### src/rtl/axis_arb_pkg.sv
// Shared types and widths for the packet-granular AXI-Stream arbiter.
package axis_arb_pkg;

    localparam int BYTE_W = 8;
    localparam int CNT_W  = 16;

    typedef enum logic [1:0] {
        IDLE  = 2'd0,
        PASS  = 2'd1,
        DRAIN = 2'd2
    } arb_state_t;

endpackage

### src/rtl/axis_pkt_arbiter_rr_pick.sv
// Combinational round-robin picker: first requester after 'last', wrapping.
module rr_pick #(
    parameter int N = 4
) (
    input  logic [N-1:0]         req,
    input  logic [$clog2(N)-1:0] last,
    output logic                 found,
    output logic [$clog2(N)-1:0] idx
);

    localparam int IW = $clog2(N);

    // Walk offsets from farthest to nearest so the nearest requester wins.
    always_comb begin
        logic [IW-1:0] p;
        found = 1'b0;
        idx   = '0;
        p     = '0;
        for (int k = N; k >= 1; k--) begin
            p = IW'((int'(last) + k) % N);
            if (req[p]) begin
                found = 1'b1;
                idx   = p;
            end
        end
    end

endmodule

### src/rtl/axis_pkt_arbiter.sv
// Packet-granular round-robin arbiter sharing one byte-wide AXI-Stream sink
// between N_PORTS sources. Oversize packets are cut at MAX_PKT_LEN with a
// forced tlast and the remainder of the input packet is discarded.
module axis_pkt_arbiter
    import axis_arb_pkg::*;
#(
    parameter int N_PORTS     = 4,
    parameter int MAX_PKT_LEN = 1518,
    localparam int IDX_W      = $clog2(N_PORTS)
) (
    input  logic                        clk,
    input  logic                        rst,
    input  logic [N_PORTS-1:0]          in_tvalid,
    output logic [N_PORTS-1:0]          in_tready,
    input  logic [BYTE_W*N_PORTS-1:0]   in_tdata,
    input  logic [N_PORTS-1:0]          in_tlast,
    output logic                        out_tvalid,
    input  logic                        out_tready,
    output logic [BYTE_W-1:0]           out_tdata,
    output logic                        out_tlast,
    output logic                        grant_vld,
    output logic [IDX_W-1:0]            grant_idx,
    output logic                        trunc_pulse
);

    localparam logic [CNT_W-1:0] LAST_CNT = CNT_W'(MAX_PKT_LEN - 1);

    arb_state_t             r_state, w_state_nxt;
    logic [IDX_W-1:0]       r_grant, r_last;
    logic [CNT_W-1:0]       r_cnt;
    logic                   r_out_vld, r_out_last, r_trunc;
    logic [BYTE_W-1:0]      r_out_data;

    logic                   w_pick_found;
    logic [IDX_W-1:0]       w_pick_idx;
    logic [BYTE_W-1:0]      w_bytes [N_PORTS];
    logic                   w_slot_free, w_sel_vld, w_sel_last, w_at_max;
    logic                   w_accept, w_load;
    logic [N_PORTS-1:0]     w_in_tready;

    for (genvar i = 0; i < N_PORTS; i++) begin : g_bytes
        assign w_bytes[i] = in_tdata[BYTE_W*i +: BYTE_W];
    end

    rr_pick #(.N(N_PORTS)) u_pick (
        .req   (in_tvalid),
        .last  (r_last),
        .found (w_pick_found),
        .idx   (w_pick_idx)
    );

    assign w_slot_free = !r_out_vld || out_tready;
    assign w_sel_vld   = in_tvalid[r_grant];
    assign w_sel_last  = in_tlast[r_grant];
    assign w_at_max    = (r_cnt == LAST_CNT);

    // Next state, per-port ready and beat acceptance.
    always_comb begin
        w_state_nxt = r_state;
        w_in_tready = '0;
        w_accept    = 1'b0;
        w_load      = 1'b0;
        case (r_state)
            IDLE: begin
                if (w_pick_found) w_state_nxt = PASS;
            end
            PASS: begin
                w_in_tready[r_grant] = w_slot_free;
                w_accept             = w_sel_vld && w_slot_free;
                w_load               = w_accept;
                if (w_accept) begin
                    if (w_sel_last)    w_state_nxt = IDLE;
                    else if (w_at_max) w_state_nxt = DRAIN;
                end
            end
            DRAIN: begin
                // Discard the tail at full rate; the sink is not involved.
                w_in_tready[r_grant] = 1'b1;
                w_accept             = w_sel_vld;
                if (w_accept && w_sel_last) w_state_nxt = IDLE;
            end
            default: w_state_nxt = IDLE;
        endcase
    end

    // State register.
    always_ff @(posedge clk or posedge rst) begin
        if (rst) r_state <= IDLE;
        else     r_state <= w_state_nxt;
    end

    // Grant, last-served port and per-packet byte counter.
    always_ff @(posedge clk or posedge rst) begin
        if (rst) begin
            r_grant <= '0;
            r_last  <= IDX_W'(N_PORTS - 1);
            r_cnt   <= '0;
        end else begin
            if (r_state == IDLE && w_pick_found) begin
                r_grant <= w_pick_idx;
                r_cnt   <= '0;
            end
            if (r_state == PASS && w_accept) r_cnt <= r_cnt + 1'b1;
            if (w_accept && w_sel_last)     r_last <= r_grant;
        end
    end

    // Output register: load on accepted PASS beat, else drain on handshake.
    always_ff @(posedge clk or posedge rst) begin
        if (rst) begin
            r_out_vld  <= 1'b0;
            r_out_data <= '0;
            r_out_last <= 1'b0;
            r_trunc    <= 1'b0;
        end else begin
            r_trunc <= w_load && !w_sel_last && w_at_max;
            if (w_load) begin
                r_out_vld  <= 1'b1;
                r_out_data <= w_bytes[r_grant];
                r_out_last <= w_sel_last || w_at_max;
            end else if (out_tready) begin
                r_out_vld  <= 1'b0;
            end
        end
    end

    assign in_tready   = w_in_tready;
    assign out_tvalid  = r_out_vld;
    assign out_tdata   = r_out_data;
    assign out_tlast   = r_out_last;
    assign grant_vld   = (r_state != IDLE);
    assign grant_idx   = r_grant;
    assign trunc_pulse = r_trunc;

endmodule

### config.mk
export PLATFORM = sky130hd
export DESIGN_NAME = axis_pkt_arbiter
export DESIGN_NICKNAME = d
export VERILOG_FILES = /design/src/rtl/axis_arb_pkg.sv /design/src/rtl/axis_pkt_arbiter_rr_pick.sv /design/src/rtl/axis_pkt_arbiter.sv
export SDC_FILE = /design/constraint.sdc
export NUM_CORES = 1
export LEC_CHECK = 0
export CELL_PAD_IN_SITES_DETAIL_PLACEMENT = 0
export CELL_PAD_IN_SITES_GLOBAL_PLACEMENT = 2
export CORE_ASPECT_RATIO = 0.5
export CORE_UTILIZATION = 29
export CTS_BUF_LIST = sky130_fd_sc_hd__clkbuf_4
export DETAILED_ROUTE_END_ITERATION = 6
export GPL_ROUTABILITY_DRIVEN = 0
export PLACE_DENSITY = 0.9
export SLEW_MARGIN = 0
export SYNTH_ARGS = -nofsm -noshare
export SYNTH_HDL_FRONTEND = slang
export SYNTH_SLANG_ARGS = --single-unit
export TNS_END_PERCENT = 1
### constraint.sdc
create_clock -name clk -period 2.2 [get_ports clk]
set_clock_uncertainty 0.05 [all_clocks]
set_input_delay 0.44 -clock clk [delete_from_list [all_inputs] [get_ports clk]]
set_output_delay 0.44 -clock clk [all_outputs]
set_load 0.05 [all_outputs]
==> summary.md, run 1 <==
After floorplanning, the core was divided into 20 placement rows. The number of nets with antenna violations after detailed routing was 0. The count of unresolved DRC violations after routing is 0, and the total power of the final layout is 3440 uW. The die is 59.9 um tall. The tree built by TritonCTS fans out to 33 sinks. Dominant combinational cell family by area after synthesis: multiplexers. The class of the most critical hold timing path was register to register. The detailed-route via count was 1,756.

Clock tree buffer depth: 2. Setup violations remaining at the end of the flow were counted as 0. For the count of final hold-check violations, the log shows 0. The tools report the antenna cell count as 0. The layout-stage area growth over the synthesis result was 56.0%. The synthesized netlist devotes 15.0% of its cell area to compound gates.

The count of input and output buffers came out at 60. For the top-level I/O count, the log shows 61. The upper clock frequency limit was 468 MHz; the average vias per placed instance was 4.93. The run gives 0 as the number of antenna violations at the first check in global routing. Global routing finished with a remaining overflow of 0. The global-route wire length before repair is 8290 um. Across all setup checks in the final design, the least slack found is 0.0643 ns. The H-tree depth is 2. OpenSTA, run right after detailed placement, puts the worst setup slack at -0.192 ns. Warning count from the yosys run: 0. The initial cell density of the core came out at 31.0%.

The number of nets handed over by synthesis was 230. Summing all flip-flop and latch instances after layout gives 830 um^2. The post-detailed-route wirelength per cell is 13.4 um, and the post-layout net count is 317. The static leakage power was 0.00124 uW; the xor and xnor area share after synthesis was 0.451%. The tools report the iteration count of the initial detailed-routing pass as 4. In this design, the critical path's most frequently occurring cell is sky130_fd_sc_hd__nand2b_4. The smallest clock period supported by the final layout is computed as 2.14 ns.

HPWL after detailed placement: 3740 um. The total clock buffers created by CTS came out at 5. In this run the number of cells on the critical path is 6. Together, buffers and inverters on the worst path number 2. The logs give 41 for the count of different cell masters after synthesis and 34 for the maximum number of pins on one net before global-route repair.

In this run the critical register-to-register path is captured at r_state[0]. The mux cell area share after synthesis works out to 18.5%. For the mapped cell area, the log shows 1940 um^2. The startpoint identified for the worst register-to-register timing path is grant_idx[1]. Of all nets on the critical path, the largest fanout is 4. The library cell used most frequently in the layout, excluding fill and tap cells, is sky130_fd_sc_hd__clkdlybuf4s50_1. STA puts the critical path data arrival time at 1.65 ns.

In this run the power density over the cells is 1130 nW/um^2. The slack of the worst reg-to-reg path is 0.17 ns, and the area enclosed by the die boundary is 7050 um^2. After the first detailed-routing iteration, the DRC count stood at 78.

The placeable core region was 6260 um^2. The critical path goes through clkdlybuf4s50_1, nand2b_4, a21oi_2, nand2b_4, nor3b_4, buf_12. For the via count of the first global-routing pass, the log shows 1,761. The worst register-to-register path has a depth of 6. The number of pins with negative max-slew slack in the final report came out at 0. The logs give 1120 um^2 for the area of the multi-input gates and 4780 um for the total length of routed wires.

The instance count of the mapped netlist is 181. For this run, the slowest stage of the critical path takes 0.45 ns. Setup repair after global routing left no endpoint under its margin.

The synthesized design contains 33 register bits. TritonCTS built the clock tree. Library cell contributing the largest single delay on the critical path: sky130_fd_sc_hd__clkdlybuf4s50_1.

For this run, the register share of the synthesized area comes to 42.7%. In the finished design, the share of the clock period the worst path needs comes to 97.1%. The later pin in the worst-skew pair is clocked with a latency of 0.33 ns.

The worst hold path stage count is 1. The top cell types in the final layout, fill and taps aside, are sky130_fd_sc_hd__clkdlybuf4s50_1, sky130_fd_sc_hd__dfrtp_1, sky130_fd_sc_hd__buf_4. The die is 118 um wide. VDD sags by at most 347 uV. The sort of element at the start of the critical path is an input port.

The layout has 589 filler cells. The tool flagged a number of max-cap violations equal to 0. The fraction of the mapped netlist area in simple logic gates was 15.0%. Of the cells placed in the final design, the portion with a size suffix greater than 1 is 28.7%. The worst setup path is of the input port to output port kind. At the pin with the least slew margin, the transition time is 0.513 ns. The tools report the clock root buffer as sky130_fd_sc_hd__clkbuf_4. For this run, the total global-route usage over all layers was measured as 14.6%. At the worst endpoint, the required time is 1.71 ns.

The run finished with clean final reports. Endpoint of the worst hold-timing path: r_cnt[15]. The post-CTS clock slew at the launch and capture registers of the worst setup and hold paths came out at 0.10 ns. After synthesis, the mean cell area works out to 10.7 um^2.

The relative slew slack was 65.7%. The startpoint of the most critical hold path was r_cnt[15]. Cell class contributing the biggest share of worst-path delay: buffers and inverters. The synthesized netlist devotes 3.87% of its cell area to adder and majority cells. The critical path capture point type is an output port.
==> Yosys cell counts <==
master                       n  area [um^2]
sky130_fd_sc_hd__mux2i_1     1         10.0
sky130_fd_sc_hd__buf_1       1         3.75
sky130_fd_sc_hd__dfstp_2     2         52.6
sky130_fd_sc_hd__o31ai_1     8         60.1
sky130_fd_sc_hd__mux2_2     11          124
sky130_fd_sc_hd__o21ai_1     1         5.00
sky130_fd_sc_hd__o2111a_1    1         11.3
sky130_fd_sc_hd__ha_1        6         75.1
sky130_fd_sc_hd__and4_1      1         8.76
sky130_fd_sc_hd__inv_1      11         41.3
sky130_fd_sc_hd__a31oi_1     1         6.26
sky130_fd_sc_hd__nor3_1      3         15.0
sky130_fd_sc_hd__a21o_1      2         15.0
sky130_fd_sc_hd__o2111ai_1   1         8.76
sky130_fd_sc_hd__buf_6       1         11.3
sky130_fd_sc_hd__nand3_1     9         45.0
sky130_fd_sc_hd__o21ai_0    15         75.1
sky130_fd_sc_hd__nor4bb_1    2         20.0
sky130_fd_sc_hd__o22ai_1     1         6.26
sky130_fd_sc_hd__nand2_1    15         56.3
sky130_fd_sc_hd__a21oi_1     5         25.0
sky130_fd_sc_hd__and2_1      2         12.5
sky130_fd_sc_hd__or3_1       2         12.5
sky130_fd_sc_hd__nand2b_1    3         18.8
sky130_fd_sc_hd__nand3b_1    1         7.51
sky130_fd_sc_hd__or2_2       1         6.26
sky130_fd_sc_hd__clkbuf_1    1         3.75
sky130_fd_sc_hd__a32oi_1     1         8.76
sky130_fd_sc_hd__o311ai_0    1         8.76
sky130_fd_sc_hd__buf_4       1         7.51
sky130_fd_sc_hd__nor3b_1     2         15.0
sky130_fd_sc_hd__and4b_1     1         10.0
sky130_fd_sc_hd__xnor2_1     1         8.76
sky130_fd_sc_hd__mux4_2     10          225
sky130_fd_sc_hd__o211ai_1    7         52.6
sky130_fd_sc_hd__dfrtp_1    31          776
sky130_fd_sc_hd__buf_2       4         20.0
sky130_fd_sc_hd__nand4_1     4         25.0
sky130_fd_sc_hd__and3_1      2         12.5
sky130_fd_sc_hd__a22o_1      1         8.76
sky130_fd_sc_hd__nor2_1      7         26.3
==> stage by stage <==
stage	cells	setup TNS [ns]	hold slack (ns)	area (um^2)	util (%)
2_1_floorplan	181	-1.21	0.389	1980	-
3_3_place_gp	345	-1.26	0.408	2890	46.2
3_5_place_dp	345	-1.75	0.412	2890	46.2
4_1_cts	353	0	0.429	2980	47.6
5_1_grt	356	0	0.443	3030	48.4
6_report	356	0	0.428	3030	48.4
==> report_power, final <==
| part | leakage (uW) | internal, uW | total (uW) | switching [uW] |
|---|---|---|---|---|
| registers | 0.000425 | 780 | 901 | 121 |
| logic | 0.000786 | 1050 | 2210 | 1160 |
| clock network | 0.0000292 | 128 | 326 | 197 |
==> logic make-up (layout without fill, tap and decap cells) <==
kind of cell,Yosys count,in the layout
flip-flops,33,33
adder cells (fa/ha/maj),6,6
AND/OR/NAND/NOR,55,55
AO/OA/AOI/OAI,45,45
XOR/XNOR,1,1
buffers and inverters,19,106
multiplexers,22,22
==> flip-flops by register name, summed over array words and instances, names as in the netlist <==
signal / count
out_tvalid: 1
r_cnt: 16
trunc_pulse: 1
grant_idx: 2
r_state: 2
r_last: 2
out_tdata: 8
out_tlast: 1
==> final cells by class <==
class	count	area share [%]
clock inverters	1	0.124
clock buffers	6	1.49
flip-flops and latches	33	27.4
well taps	88	3.63
multi-input cells	129	36.8
inverters	11	1.45
repair buffers	88	29.1
==> what timing repair did <==
| item | 4_1_cts | 5_1_grt |
|---|---|---|
| buffers inserted | 1 | 3 |
| pin swaps | 2 | 1 |
| resized for setup | 8 | 6 |
| gates cloned | 0 | 0 |
| hold buffers | 0 | 0 |
| hold endpoints to repair | 0 | 0 |
| setup endpoints to repair | 3 | 3 |
==> worst max-delay path by stage <==
stage / startpoint / endpoint / slack, ns
6_report: out_tready / in_tready[1] / 0.06
3_3_place_gp: out_tready / in_tready[2] / -0.15
2_1_floorplan: grant_idx[1] / r_cnt[15] / -0.11
5_1_grt: out_tready / in_tready[1] / 0.005
3_5_place_dp: in_tvalid[3] / r_state[0] / -0.19
4_1_cts: out_tready / in_tready[1] / 0.01
==> per-layer routing <==
| metal | track usage [%] | routed length, um | up-vias |
|---|---|---|---|
| li1 | - | - | 859 |
| met1 | 18.8 | 2290 | 863 |
| met2 | 26.2 | 2320 | 30 |
| met3 | 2.29 | 145 | 4 |
| met4 | 3.85 | 28 | 0 |
| met5 | 0 | 0 | - |
No activity file was read; power rests on OpenSTA's default activity.
==> run 2: changes to the inputs <==
--- a/config.mk
+++ b/config.mk
@@ -18,3 +18,3 @@
 export SYNTH_HDL_FRONTEND = slang
 export SYNTH_SLANG_ARGS = --single-unit
-export TNS_END_PERCENT = 1
+export TNS_END_PERCENT = 50
==> constraint.sdc (replaced) <==
create_clock -name clk -period 2.2 [get_ports clk]
set_clock_uncertainty 0.05 [all_clocks]
set_input_delay 0.33 -clock clk [delete_from_list [all_inputs] [get_ports clk]]
set_output_delay 0.33 -clock clk [all_outputs]
set_load 0.05 [all_outputs]
==> run 2 against run 1 <==
Net effect: first-iteration DRC count fell by 21%; via count fell by 2.1%; setup slack improved by 0.038 ns; combinational power fell by 3%; hold slack got worse by 0.092 ns; critical path depth fell by 1; fmax rose by 1.8%; sequential share of layout area rose by 0.85 points; clock power rose by 5%; non-clock buffer count fell by 6; final area fell by 2.9%.
==> summary.md, run 2 (same netlist as run 1, synthesis figures left out) <==
In the global route stage, overall resource usage came out at 14.7%. Using the TritonRoute via totals, the vias-per-cell ratio works out to 4.90. The sort of element at the start of the critical path is a register.

Wire segments on met2 add up to 2340 um in the final route. The number of placed instances, taps included, is 341. Detailed routing placed a total of 229 um of wire on met3. For the clock tree buffer depth, the log shows 2.

Across the run, the number of max-cap violations was 0. The antenna cell count is 0. After detailed routing, no signal wire sits above met4.

The clock latency at the later pin of the worst-skew pair was 0.33 ns. After clock tree synthesis, the clock-pin slew on the worst setup and hold paths is 0.11 ns. The count of final hold-check violations is 0.

Counting flops per register, the top entry is r_cnt. TritonCTS built the clock tree. The layout-stage area growth over the synthesis result works out to 51.5%. For the worst setup path, the data arrival time is 1.72 ns. The shortest period the worst path allows is 2.10 ns, and the H-tree depth is 2. Relative slew slack: 65.4%. The library cell used most frequently in the layout, excluding fill and tap cells, is sky130_fd_sc_hd__clkdlybuf4s50_1. The worst setup path is of the register to output port kind. Of the available clock period, the critical path in the final layout requires 95.3%. The tools report the total setup violations reported at the end of the flow as 0.

The tools report the HPWL after detailed placement as 3670 um. Based on the critical path, the design can be clocked at up to 477 MHz. Setup repair after global routing left no endpoint under its margin. The die width is 118 um.

The final layout contains 311 nets. The first routing iteration left 62 violations. For flop-to-flop paths, the worst setup slack is 0.24 ns. The top cell types in the final layout, fill and taps aside, are sky130_fd_sc_hd__clkdlybuf4s50_1, sky130_fd_sc_hd__dfrtp_1, sky130_fd_sc_hd__buf_4. The first global-routing pass estimated 8080 um of wire. In the final routing, the length of wire on met1 measures 2320 um. For this run, the share of the core covered by cells in the final layout is 47.0%. Power density over cell area: 1150 nW/um^2. For the worst-case setup slack after placement, the log shows -0.0508 ns. Along the worst path, the maximum fanout reaches 5. The run gives 0 as the number of nets with antenna violations after detailed routing. The via count of the first global-routing pass was 1,687.

The flow ran to the end, and the final reports show no timing, DRC or antenna violations. The placeable core region was 6260 um^2. The critical path capture point type is an output port. The static leakage power is 0.00120 uW. For the clock sink count, the log shows 33. The remaining global-route overflow is 0. Entering global routing, the biggest net connects 34 pins. The run gives 0 as the number of antenna violations at the first check in global routing. Clock tree synthesis inserted a total of 5 buffers. Floorplan die height: 59.9 um. The fraction of layout cells with a size suffix above 1 was 27.0%. The number of pins with negative max-slew slack in the final report was 0.

In the routed design, unresolved DRC markers number 0. In this run, post-CTS hold repair placed 0 buffers. The total length of routed wires was 4930 um; the post-detailed-route wirelength per cell was 14.0 um.

For this design the top-level I/O count stands at 61. The flip-flop count of the largest register, all copies and words added was 16. For the required arrival time at the worst endpoint, the log shows 1.82 ns. The number of core rows was 20. For this configuration, the core starts out at a cell density of 31.0%.

The filler-free cell count of the finished design was 351. The first detailed-routing pass took 5 iterations. The final worst-path setup slack was 0.103 ns; the measured slew at the worst slew-check pin was 0.517 ns. Clock tree synthesis selected as its root buffer the cell sky130_fd_sc_hd__clkbuf_4. The worst hold path belongs to the class input port to async pin. The area enclosed by the die boundary was 7050 um^2; the maximum ir drop on the vdd rail was 304 uV. The detailed-route via count came out at 1,719. The count of input and output buffers was 60; the total power of the final layout was 3370 uW.
[run 2: timing repair]
action,in CTS,in global routing
pin swaps,0,0
setup buffers,0,2
gates resized for setup,4,4
endpoints found under the hold margin,0,0
endpoints found under the setup margin,3,3
[run 2: cell type report]
type | instances | area [um^2]
Clock buffer | 6 | 45.0
Clock inverter | 2 | 10.0
Fill cell | 586 | 3310
Inverter | 11 | 41.3
Multi-Input combinational cell | 129 | 1090
Sequential cell | 33 | 831
Tap cell | 88 | 110
Timing Repair Buffer | 82 | 811
[run 2: final timing paths]
| kind | startpoint | to | cells after the start |
|---|---|---|---|
| min reg2reg | r_cnt[15] | r_cnt[15] | 1 |
| min in group clk | r_cnt[15] | r_cnt[15] | 1 |
| max | r_state[1] | in_tready[2] | 5 |
| min | rst | r_cnt[3] | 3 |
| max reg2reg | grant_idx[1] | r_state[0] | 6 |
| max in group asynchronous | rst | r_last[1] | 3 |
[run 2: worst max-delay path: stages, from the launching register on]
cell and delay (ns):
sky130_fd_sc_hd__dfrtp_1 0.40, sky130_fd_sc_hd__inv_2 0.08, sky130_fd_sc_hd__ha_2 0.40, sky130_fd_sc_hd__nand2b_4 0.11, sky130_fd_sc_hd__nor3b_4 0.24, sky130_fd_sc_hd__buf_12 0.16
[run 2: stage by stage]
step / hold WS, ns / TNS (ns) / area, um^2
2_1_floorplan: 0.389 / -0.141 / 1980
6_report: 0.336 / 0 / 2940
4_1_cts: 0.346 / 0 / 2910
3_3_place_gp: 0.414 / -0.0720 / 2840
3_5_place_dp: 0.419 / -0.184 / 2840
5_1_grt: 0.364 / 0 / 2940
[run 2: per-layer routing]
metal  GRT usage, %  vias to the layer above
met5              0                        -
met4           4.03                        0
met3           3.82                        4
met2           25.0                       42
met1           19.1                      834
li1               -                      839
[run 2: power breakdown]
part | leakage (uW) | switching [uW] | internal [uW]
logic | 0.000740 | 1170 | 971
clock network | 0.0000354 | 207 | 134
registers | 0.000424 | 115 | 782
total | 0.00120 | 1490 | 1890
